===== config.mk =====
export PLATFORM = sky130hd
export DESIGN_NAME = ram_output_arbiter
export DESIGN_NICKNAME = d
export VERILOG_FILES = /design/src/rtl/ram_output_arbiter.sv
export SDC_FILE = /design/constraint.sdc
export NUM_CORES = 1
export LEC_CHECK = 0
export BUFFER_PORTS_ARGS = -buffer_cell sky130_fd_sc_hd__buf_2
export CORE_ASPECT_RATIO = 1.4
export CORE_MARGIN = 2
export CORE_UTILIZATION = 41
export CTS_CLUSTER_SIZE = 14
export DETAILED_ROUTE_END_ITERATION = 16
export GPL_TIMING_DRIVEN = 0
export PLACE_DENSITY = 0.8
export SLEW_MARGIN = 25
export SYNTH_ARGS = -nofsm -noshare
export SYNTH_HDL_FRONTEND = slang
export SYNTH_SLANG_ARGS = --single-unit

===== constraint.sdc =====
create_clock -name clk -period 2.7 [get_ports clk]
set_input_delay 0.675 -clock clk [delete_from_list [all_inputs] [get_ports clk]]
set_output_delay 0.675 -clock clk [all_outputs]
set_load 0.005 [all_outputs]

===== src/rtl/ram_output_arbiter.sv =====
// ram_output_arbiter: round-robin write/read arbiter and hardware clear sequencer for the 16x8 output RAM.
// Build option: define ARB_FIXED_PRIO_EN for fixed write-over-read priority. Revision: 1.0
`default_nettype none

module ram_output_arbiter #(
  parameter int DATA_WIDTH = 8,
  parameter int ADDR_WIDTH = 4
) (
  input  logic                  clk,
  input  logic                  rst,
  input  logic                  i_clr_start,
  output logic                  o_clr_busy,
  input  logic                  i_wr_req,
  input  logic [ADDR_WIDTH-1:0] i_wr_addr,
  input  logic [DATA_WIDTH-1:0] i_wr_data,
  output logic                  o_wr_gnt,
  input  logic                  i_rd_req,
  input  logic [ADDR_WIDTH-1:0] i_rd_addr,
  output logic                  o_rd_gnt,
  output logic                  o_rd_valid,
  output logic [DATA_WIDTH-1:0] o_rd_data,
  output logic [ADDR_WIDTH-1:0] o_ram_addr,
  output logic [DATA_WIDTH-1:0] o_ram_data,
  output logic                  o_ram_we,
  input  logic [DATA_WIDTH-1:0] i_ram_q
);

  typedef enum logic [0:0] {
    ST_IDLE  = 1'b0,
    ST_CLEAR = 1'b1
  } state_t;

  localparam logic [ADDR_WIDTH-1:0] c_sweep_last = '1;
  localparam logic [ADDR_WIDTH-1:0] c_sweep_one  = {{(ADDR_WIDTH-1){1'b0}}, 1'b1};

  state_t                r_state;
  state_t                w_state_nxt;
  logic [ADDR_WIDTH-1:0] r_sweep;
  logic [ADDR_WIDTH-1:0] w_sweep_nxt;
  logic [ADDR_WIDTH-1:0] r_addr_hold;
  logic [DATA_WIDTH-1:0] r_data_hold;
  logic [ADDR_WIDTH-1:0] w_ram_addr;
  logic [DATA_WIDTH-1:0] w_ram_data;
  logic                  w_ram_we;
  logic                  w_wr_gnt;
  logic                  w_rd_gnt;
  logic                  w_clr_busy;
  logic                  w_wr_wins;
  logic                  r_rd_p1;
  logic                  r_rd_valid;
  logic [DATA_WIDTH-1:0] r_rd_data;

`ifdef ARB_FIXED_PRIO_EN
  assign w_wr_wins = 1'b1;
`else
  // Set when the most recent grant went to the writer; reset favours the writer.
  logic r_last_wr;

  assign w_wr_wins = ~r_last_wr;

  always_ff @(posedge clk or posedge rst) begin
    if (rst) begin
      r_last_wr <= 1'b0;
    end else if (w_wr_gnt) begin
      r_last_wr <= 1'b1;
    end else if (w_rd_gnt) begin
      r_last_wr <= 1'b0;
    end
  end
`endif

  always_comb begin
    w_state_nxt = r_state;
    w_sweep_nxt = r_sweep;
    w_wr_gnt    = 1'b0;
    w_rd_gnt    = 1'b0;
    w_ram_we    = 1'b0;
    w_ram_addr  = r_addr_hold;
    w_ram_data  = r_data_hold;
    w_clr_busy  = 1'b0;
    case (r_state)
      ST_IDLE: begin
        if (!rst) begin
          if (i_wr_req && (!i_rd_req || w_wr_wins)) begin
            w_wr_gnt = 1'b1;
          end else if (i_rd_req) begin
            w_rd_gnt = 1'b1;
          end
        end
        if (w_wr_gnt) begin
          w_ram_we   = 1'b1;
          w_ram_addr = i_wr_addr;
          w_ram_data = i_wr_data;
        end else if (w_rd_gnt) begin
          w_ram_addr = i_rd_addr;
        end
        if (i_clr_start) begin
          w_state_nxt = ST_CLEAR;
        end
      end
      ST_CLEAR: begin
        w_clr_busy  = 1'b1;
        w_ram_we    = 1'b1;
        w_ram_addr  = r_sweep;
        w_ram_data  = '0;
        w_sweep_nxt = r_sweep + c_sweep_one;
        if (r_sweep == c_sweep_last) begin
          w_state_nxt = ST_IDLE;
        end
      end
      default: begin
        w_state_nxt = ST_IDLE;
      end
    endcase
  end

  always_ff @(posedge clk or posedge rst) begin
    if (rst) begin
      r_state     <= ST_IDLE;
      r_sweep     <= '0;
      r_addr_hold <= '0;
      r_data_hold <= '0;
      r_rd_p1     <= 1'b0;
      r_rd_valid  <= 1'b0;
      r_rd_data   <= '0;
    end else begin
      r_state     <= w_state_nxt;
      r_sweep     <= w_sweep_nxt;
      r_addr_hold <= w_ram_addr;
      r_data_hold <= w_ram_data;
      r_rd_p1     <= w_rd_gnt;
      r_rd_valid  <= r_rd_p1;
      // RAM output is valid the cycle after the grant; capture it then.
      if (r_rd_p1) begin
        r_rd_data <= i_ram_q;
      end
    end
  end

  assign o_clr_busy = w_clr_busy;
  assign o_wr_gnt   = w_wr_gnt;
  assign o_rd_gnt   = w_rd_gnt;
  assign o_rd_valid = r_rd_valid;
  assign o_rd_data  = r_rd_data;
  assign o_ram_addr = w_ram_addr;
  assign o_ram_data = w_ram_data;
  assign o_ram_we   = w_ram_we;

endmodule

`default_nettype wire

==> flow_summary.toml, run 1 <==
[critical_path]
crit_arrival_ns = 1.91
start_kind = "input port"
worst-setup-path-type = "in2out"
cp_max_fo = 10
crit_required_ns = 2.03
endpoint_kind = "primary output"

[timing]
rsz0062_at_grt = "false"
post-route-min-period_ns = 2.59
max_freq_mhz = 386
tns_ns = 0
finalHoldViolations = 0
finalSetupViolCount = 0
skew_ns = 0.00624
max-slew-margin-rel_pct = 55.6
worst_pin_slew_ns = 0.663
final.setup.worst_slack_ns = 0.111
finalCritPeriodShare_pct = 95.9
slew_violations = 0

[route]
antenna_left = 0
first_iter_violations = 16
first_pass_iters = 4
drcViolationCount = 0
wire_per_inst_um = 13.2
viasPerCell = 5.05
routed_wl_um = 2370
vias = 904

[logic_synthesis]
synth_cell_types = 28
synthCells = 83
syn_avg_cell_area_um2 = 14.0
ys_ff_latch = 28
syn_nets = 113
yosys_warnings = 0
yosysSeqAreaShare_pct = 60.3
synthesis.area_mm2 = 0.00116

[power_and_ir_drop]
power.leakage_nw = 0.789
vdd_drop_max_mv = 0.591
powerDensity_mw_per_mm2 = 910

[die]
fp.dieW_um = 49
dieArea_mm2 = 0.00328
core_area_mm2 = 0.00267
io_pins = 54
rows = 22
chipHeight_um = 67
initial_core_util_pct = 43.5

[grt]
grt.total_usage_pct = 15.6
grt_overflow_total = 0
grt_start_max_net_pins = 16
grt_first_pass_wirelength_um = 3860
grt_pass1_vias = 846
use_met3_pct = 2.24
antenna_found_initial = 0
met2_usage_pct = 28.3
grt_util_met1_pct = 17.4
busiest_layer = "met2"

[cts]
cts_sinks = 28
cts_max_path_buffers = 2
cts_made_buffers = 3
cts_max_level = 1
clkTransAtPathRegs_ns = 0.14
tritoncts = "yes"
cts_root_buffer = "clkbuf_4"
insertion_delay_ns = 0.32

[placed_design]
dpl_cell_area_mm2 = 0.00148
dpl_worst_slack_ns = -0.476
hpwl_um = 1740
port_buffers = 53
place.gp.congestion = 0.720

[final_layout]
fin_nets = 174
stdcell_area_mm2 = 0.00154
syn2layout_area_growth_pct = 32.7
layout-drive-gt1-share_pct = 53.8
antennaDiodeCount = 0

[status]
run_status = "completed"

[flow_run]
drv_cap = 0

[worst_hold_path]
hold_class = "reg2reg"
cell type report:
cell class,count,area [um^2]
fillers,251,1130
well taps,36,45.0
plain buffers,4,26.3
multi-input cells,49,438
inverters,2,11.3
repair inverters,1,5.00
flip-flops and latches,28,701
repair buffers,55,280
clock buffers,4,36.3
cell usage after synthesis (all sizes together):
cell | instances | area share, %
and2 | 3 | 1.6
buf | 2 | 1.6
nand2b | 3 | 2.3
o22ai | 1 | 0.54
xnor2 | 2 | 1.5
a21o | 1 | 0.65
a41oi | 1 | 0.75
nor2b | 1 | 0.54
a221o | 4 | 3.4
nor2 | 3 | 0.97
ha | 1 | 1.1
a21oi | 1 | 0.43
mux2 | 12 | 12
nor3b | 1 | 0.65
nand2 | 1 | 0.32
dfrtp | 28 | 60
a22o | 8 | 6.0
xor2 | 1 | 0.75
o21ai | 2 | 0.86
nor4 | 1 | 0.54
nand3 | 2 | 1.9
inv | 2 | 0.65
clkbuf | 2 | 0.65
through the flow:
step | utilization (%) | hold WS [ns] | cells | power (mW)
6_report | 57.8 | 0.394 | 179 | 1.40
5_1_grt | 57.8 | 0.419 | 179 | 1.51
4_1_cts | 57.4 | 0.399 | 179 | 1.42
3_5_place_dp | 55.3 | 0.368 | 172 | 1.22
3_3_place_gp | 55.3 | 0.354 | 172 | 1.19
2_1_floorplan | - | 0.352 | 83 | 1.00
placed cells by master, fill, tap and decap left out, types with 2 or more instances in the layout:
cell type,synthesis,layout
mux2_2,9,9
clkbuf_4,0,3
a22o_1,8,8
a221o_1,4,4
nand2b_4,1,2
xnor2_1,2,2
buf_4,1,3
clkbuf_1,2,2
mux2_1,2,2
and2_1,3,3
nor2_1,3,2
dfrtp_1,28,28
buf_2,0,53
o21ai_0,2,2
registers in the layout (all words and copies together), names as in the netlist:
signal	cells
o_rd_data	8
o_rd_valid	1
r_addr_hold	4
r_data_hold	8
r_last_wr	1
r_rd_p1	1
r_state	1
r_sweep	4
cell families (layout without fill, tap and decap cells):
kind of cell | after synthesis | after routing | share of synthesized area [%]
adder cells (fa/ha/maj) | 1 | 1 | 1.08
multiplexers | 12 | 12 | 11.9
flip-flops | 28 | 28 | 60.3
AO/OA/AOI/OAI | 18 | 18 | 12.7
AND/OR/NAND/NOR | 15 | 15 | 8.83
XOR/XNOR | 3 | 3 | 2.26
buffers and inverters | 6 | 66 | 2.91
routing by layer:
layer,part of all wire [%],vias up
li1,-,423
met1,39,439
met2,53,36
met3,5.7,6
met4,2.3,0
met5,0,-
report_power, final:
| part | internal [mW] | switching, mW | total, mW |
|---|---|---|---|
| combinational | 0.316 | 0.232 | 0.548 |
| clock | 0.0825 | 0.115 | 0.197 |
| sequential | 0.568 | 0.0897 | 0.658 |
| total | 0.966 | 0.437 | 1.40 |
critical path, cell delays in order:
cell and delay [ns]:
buf_2 0.14, nand2b_4 0.16, a21o_1 0.18, nor2b_1 0.17
buf_6 0.16, a221o_1 0.30, buf_2 0.13
repair_timing:
item,4_1_cts,5_1_grt
endpoints found under the hold margin,0,0
setup endpoints to repair,4,9
hold buffers,0,0
gates cloned,1,0
gates resized for setup,0,2
setup buffers,2,0
final timing paths:
path | from | endpoint | slack, ns | cells after the start
worst max-delay path | rst | o_ram_addr[1] | 0.11 | 7
worst min-delay path | r_rd_p1$_DFF_PP0_ | o_rd_valid$_DFF_PP0_ | 0.39 | 0
worst max register to register | r_last_wr$_DFFE_PP0P_ | r_addr_hold[1]$_DFF_PP0_ | 1.23 | 4
worst min register to register | r_rd_p1$_DFF_PP0_ | o_rd_valid$_DFF_PP0_ | 0.39 | 0
max in group asynchronous | rst | r_addr_hold[2]$_DFF_PP0_ | 1.92 | 2
min in group asynchronous | rst | r_addr_hold[3]$_DFF_PP0_ | 0.44 | 2
No activity file was read; power rests on OpenSTA's default activity.
==> inputs of run 2 (changes only) <==
ABC_AREA = 1   (was unset)
CORE_UTILIZATION = 46   (was 41)
PLACE_DENSITY = 0.84   (was 0.8)
clock period = 2.81 ns   (was 2.7 ns; I/O delays follow)
==> run 2 against run 1 <==
  * Clock power grew 31%
  * Critical path depth stayed put
  * Combinational power fell by 5.1%
  * Global-route usage is 1.7 points higher
  * Clock skew fell by 0.0051 ns
  * Total power shrank 0.62%
  * Sequential power decreased by 6.2%
  * Die area shrank 5.8%
  * Flip-flop and latch count unchanged
  * First-iteration DRC count decreased by 38%
  * Core utilization rose by 3.6 points
  * Critical path type unchanged
==> flow_summary.toml, run 2 <==
[cts]
cts_setup_buffers = 0
holdBufCountCts = 0
cts_max_level = 1
clkTransAtPathRegs_ns = 0.14
cts_made_buffers = 3
cts_sinks = 28
insertion_delay_ns = 0.32
cts_max_path_buffers = 2
cts_resized = 1
tritoncts = "yes"
cts_root_buffer = "clkbuf_4"

[route]
first_iter_violations = 10
drcViolationCount = 0
wire_per_inst_um = 10.6
viasPerCell = 4.56
vias = 1022
first_pass_iters = 4
routed_wl_um = 2380
antenna_left = 0

[final_layout]
final_cell_mix = "buf_2, nand2_1, dfrtp_1"
n_fill_cell = 262
fin_nets = 219
layout-drive-gt1-share_pct = 40.4
syn2layout_area_growth_pct = 29.9
antennaDiodeCount = 0
finish.utilization_pct = 61.4
final_common_cell = "buf_2"

[die]
chipHeight_um = 65.0
io_pins = 54
initial_core_util_pct = 47.2
fp.dieW_um = 47.6
rows = 22
core_area_mm2 = 0.00259
dieArea_mm2 = 0.00309

[logic_synthesis]
synth_ff_type = "dfrtp_1"
synth_top_cell_area_share_pct = 57.3
synthCells = 131
ys_ff_latch = 28
yosysTopAreaCell = "dfrtp_1"
syn_nets = 161
synthesis.area_mm2 = 0.00122
yosysMostFrequentCell = "nand2_1"
yosysSeqAreaShare_pct = 57.3
async_flop_share_pct = 100
yosys_warnings = 0
synth_common_cells = "nand2_1, dfrtp_1, inv_1, nor2_1, mux2_2"
synth_edf_count = 0
synth_cell_types = 19
syn_avg_cell_area_um2 = 9.33
synth.top_cells.by_area = "dfrtp_1, nand2_1, mux2_2"

[grt]
grt_overflow_total = 0
grt_start_max_net_pins = 31
grt_first_pass_wirelength_um = 3900
antenna_found_initial = 0
grt_pass1_vias = 982
grt.total_usage_pct = 17.3

[power_and_ir_drop]
powerDensity_mw_per_mm2 = 878
vdd_drop_max_mv = 0.480
netSwitchingFraction_pct = 33.0
p_switching_mw = 0.461
intPower_mw = 0.934
combPwrFrac_pct = 37.3
p_seq_share_pct = 44.2
power.leakage_nw = 0.957
p_clk_share_pct = 18.5

[flow_run]
drv_cap = 0

[critical_path]
crit_required_ns = 2.11
start_kind = "input port"
cp_max_fo = 30
crit_arrival_ns = 1.85
worst-setup-path-type = "in2out"
endpoint_kind = "primary output"
r2r_slack_ns = 1.57
r2r.worst_path.cells = 5

[timing]
max-slew-margin-rel_pct = 76.0
slew_violations = 0
max_freq_mhz = 392
finalCritPeriodShare_pct = 90.8
finalHoldViolations = 0
finalSetupViolCount = 0
worst_pin_slew_ns = 0.360
skew_ns = 0.00110
rsz0062_at_grt = "false"
post-route-min-period_ns = 2.55
tns_ns = 0

[placed_design]
place.gp.congestion = 0.785
port_buffers = 53
hpwl_um = 1860

[status]
run_status = "completed"

[worst_hold_path]
hold_class = "in2async"
-- run 2: path summary, 6_finish.rpt --
kind                              startpoint                       end
min in group clk           r_rd_p1$_DFF_PP0_      o_rd_valid$_DFF_PP0_
max                                      rst             o_ram_data[2]
min                                      rst  r_addr_hold[1]$_DFF_PP0_
max in group asynchronous                rst    r_sweep[1]$_DFFE_PP0P_
min reg2reg                r_rd_p1$_DFF_PP0_      o_rd_valid$_DFF_PP0_
max reg2reg                r_state$_DFF_PP0_  r_data_hold[2]$_DFF_PP0_
-- run 2: stage by stage --
step	cell area, um^2	power (mW)	hold WS (ns)	std cells	setup WS (ns)
global route	1590	1.52	0.357	224	0.0607
floorplan	1220	0.946	0.349	131	0.499
CTS	1590	1.41	0.361	224	0.214
finish	1590	1.39	0.354	224	0.258
global placement	1530	1.14	0.355	220	0.00278
detailed placement	1530	1.16	0.357	220	0.00780
-- run 2: cell families after synthesis --
kind of cell    share of synthesized area, %
flops                                   57.3
fa+ha+maj                               1.02
buf+inv                                 6.96
simple gates                            24.8
mux                                     7.37
xor+xnor                                1.43
compound gates                          1.13
-- run 2: cell type report --
type | count | area (um^2) | share of cell area [%]
clock inverters | 1 | 30.0 | 1.89
well taps | 36 | 45.0 | 2.84
multi-input cells | 82 | 437 | 27.5
repair buffers | 53 | 265 | 16.7
inverters | 18 | 70.1 | 4.41
flip-flops and latches | 28 | 701 | 44.1
plain buffers | 3 | 17.5 | 1.10
clock buffers | 3 | 22.5 | 1.42
-- run 2: power groups by stage --
stage	Combinational [mW]	Clock, mW	Sequential (mW)
after floorplan	0.326	0	0.620
after global placement	0.518	0	0.621
after detailed placement	0.531	0	0.625
after CTS	0.531	0.263	0.618
after global routing	0.602	0.284	0.636
final	0.520	0.258	0.617
-- run 2: critical path, cell delays in order --
cell and delay, ns:
buf_2 0.12, inv_4 0.28, nand4_2 0.26, inv_2 0.21
nand2_1 0.07, nand2_1 0.09, buf_2 0.11
-- run 2: layer usage --
metal / part of all wire, % / wire length (um) / global-route usage [%] / vias to the layer above
met5: 0 / 0 / 0 / -
met1: 43 / 1020 / 19.7 / 478
li1: - / - / - / 514
met4: 1.5 / 35 / 6.08 / 0
met2: 52 / 1230 / 30.7 / 26
met3: 3.6 / 86 / 3.06 / 4
==> inputs of run 3 (changes only) <==
CTS_BUF_LIST = sky130_fd_sc_hd__clkbuf_16   (was unset)
==> run 3 against run 2 <==
  * Non-clock buffer count did not move
  * Count of clock-buffer cells in the layout did not move
  * Cell count did not move
  * Die area did not move
  * Global-route usage rose by 0.28 points
  * Sequential share of layout area fell by 1.4 points
  * Critical endpoint is now o_ram_data[5]
  * Largest cell class unchanged
==> flow_summary.toml, run 3 (synthesized netlist as in run 2, its figures left out) <==
[status]
run_status = "completed"

[final_layout]
final_cell_mix = "buf_2, nand2_1, dfrtp_1"
syn2layout_area_growth_pct = 34.2
regArea_um2 = 701
layout.cells.non_filler = 224
n_fill_cell = 250
final_common_cell = "buf_2"
antennaDiodeCount = 0
finish.utilization_pct = 63.4
fin_nets = 219
multiInputGateArea_um2 = 437
layout-drive-gt1-share_pct = 40.4

[critical_path]
endpoint_kind = "primary output"
cp_max_fo = 30
crit_required_ns = 2.11
worst-setup-path-type = "in2out"
crit_arrival_ns = 1.86
start_kind = "input port"

[timing]
skew_ns = 0.00194
final.setup.worst_slack_ns = 0.245
finalCritPeriodShare_pct = 91.3
rsz0062_at_grt = "false"
max-slew-margin-rel_pct = 75.8
post-route-min-period_ns = 2.57
max_freq_mhz = 390
tns_ns = 0
slew_violations = 0
finalSetupViolCount = 0
finalHoldViolations = 0
worst_pin_slew_ns = 0.363

[die]
fp.dieW_um = 47.6
io_pins = 54
initial_core_util_pct = 47.2
chipHeight_um = 65.0
dieArea_mm2 = 0.00309
rows = 22
core_area_mm2 = 0.00259

[power_and_ir_drop]
total_power_mw = 1.55
intPower_mw = 1.08
power.leakage_nw = 0.980
netSwitchingFraction_pct = 30.7
p_clk_share_pct = 26.4
p_seq_share_pct = 40.0
combPwrFrac_pct = 33.6
powerDensity_mw_per_mm2 = 945
p_switching_mw = 0.476
vdd_drop_max_mv = 0.602

[worst_hold_path]
hold_class = "reg2reg"

[grt]
grt_first_pass_wirelength_um = 3950
grt_overflow_total = 0
antenna_found_initial = 0
grt_pass1_vias = 998
grt_start_max_net_pins = 31
grt.total_usage_pct = 17.6

[route]
viasPerCell = 4.58
first_pass_iters = 4
wire_per_inst_um = 10.8
vias = 1027
routed_wl_um = 2410
first_iter_violations = 13
antenna_left = 0
drcViolationCount = 0

[cts]
holdBufCountCts = 0
insertion_delay_ns = 0.26
cts_max_level = 1
cts_max_path_buffers = 2
cts_made_buffers = 3
tritoncts = "yes"
cts_sinks = 28
clkTransAtPathRegs_ns = 0.06
cts_root_buffer = "clkbuf_16"

[placed_design]
place.gp.congestion = 0.785
hpwl_um = 1860
place_inst = 220
dpl_worst_slack_ns = 0.00780
port_buffers = 53

[flow_run]
drv_cap = 0
==> run 3: area by class of cell <==
cell class                      count  area share, %
Buffer                              3           1.07
Clock buffer                        3           4.58
Clock inverter                      1           1.83
Inverter                           18           4.27
Multi-Input combinational cell     82           26.6
Sequential cell                    28           42.7
Tap cell                           36           2.75
Timing Repair Buffer               53           16.2
==> run 3: critical path, stage by stage <==
cell,delay [ns]
buf_2,0.12
inv_4,0.28
nand4_2,0.25
inv_2,0.21
nand2_1,0.07
nand2_1,0.10
buf_2,0.12
==> run 3: power groups by stage <==
stage / Sequential, mW / Combinational (mW) / Clock [mW]
floorplan: 0.620 / 0.326 / 0
global placement: 0.621 / 0.518 / 0
finish: 0.620 / 0.521 / 0.410
CTS: 0.620 / 0.531 / 0.417
detailed placement: 0.625 / 0.531 / 0
global route: 0.638 / 0.604 / 0.437
==> run 3: metal layers <==
metal  track usage (%)  vias to the layer above  routed length [um]
met4              6.76                        0                  21
li1                  -                      518                   -
met1              20.1                      478                1010
met3              3.06                        2                 101
met2              30.9                       29                1280
met5                 0                        -                   0
==> run 3: path summary, 6_finish.rpt <==
kind / from / end / slack [ns] / depth (start not counted)
worst max-delay path: rst / o_ram_data[5] / 0.24 / 7
worst min-delay path: r_rd_p1$_DFF_PP0_ / o_rd_valid$_DFF_PP0_ / 0.37 / 0
worst max register to register: r_state$_DFF_PP0_ / r_data_hold[5]$_DFF_PP0_ / 1.58 / 5
worst min register to register: r_rd_p1$_DFF_PP0_ / o_rd_valid$_DFF_PP0_ / 0.37 / 0
max in group asynchronous: rst / o_rd_data[5]$_DFFE_PP0P_ / 2.10 / 2
min in group asynchronous: rst / r_addr_hold[1]$_DFF_PP0_ / 0.44 / 2
==> run 3: through the flow <==
stage               area [um^2]  hold WS (ns)
floorplan                  1220         0.349
global placement           1530         0.355
detailed placement         1530         0.357
CTS                        1640         0.373
global route               1640         0.391
finish                     1640         0.372
==> run 3: what timing repair did <==
item                                    in CTS  in global routing
gates resized for setup                      1                  0
setup buffers                                0                  0
endpoints found under the hold margin        0                  0
endpoints found under the setup margin       8                  0
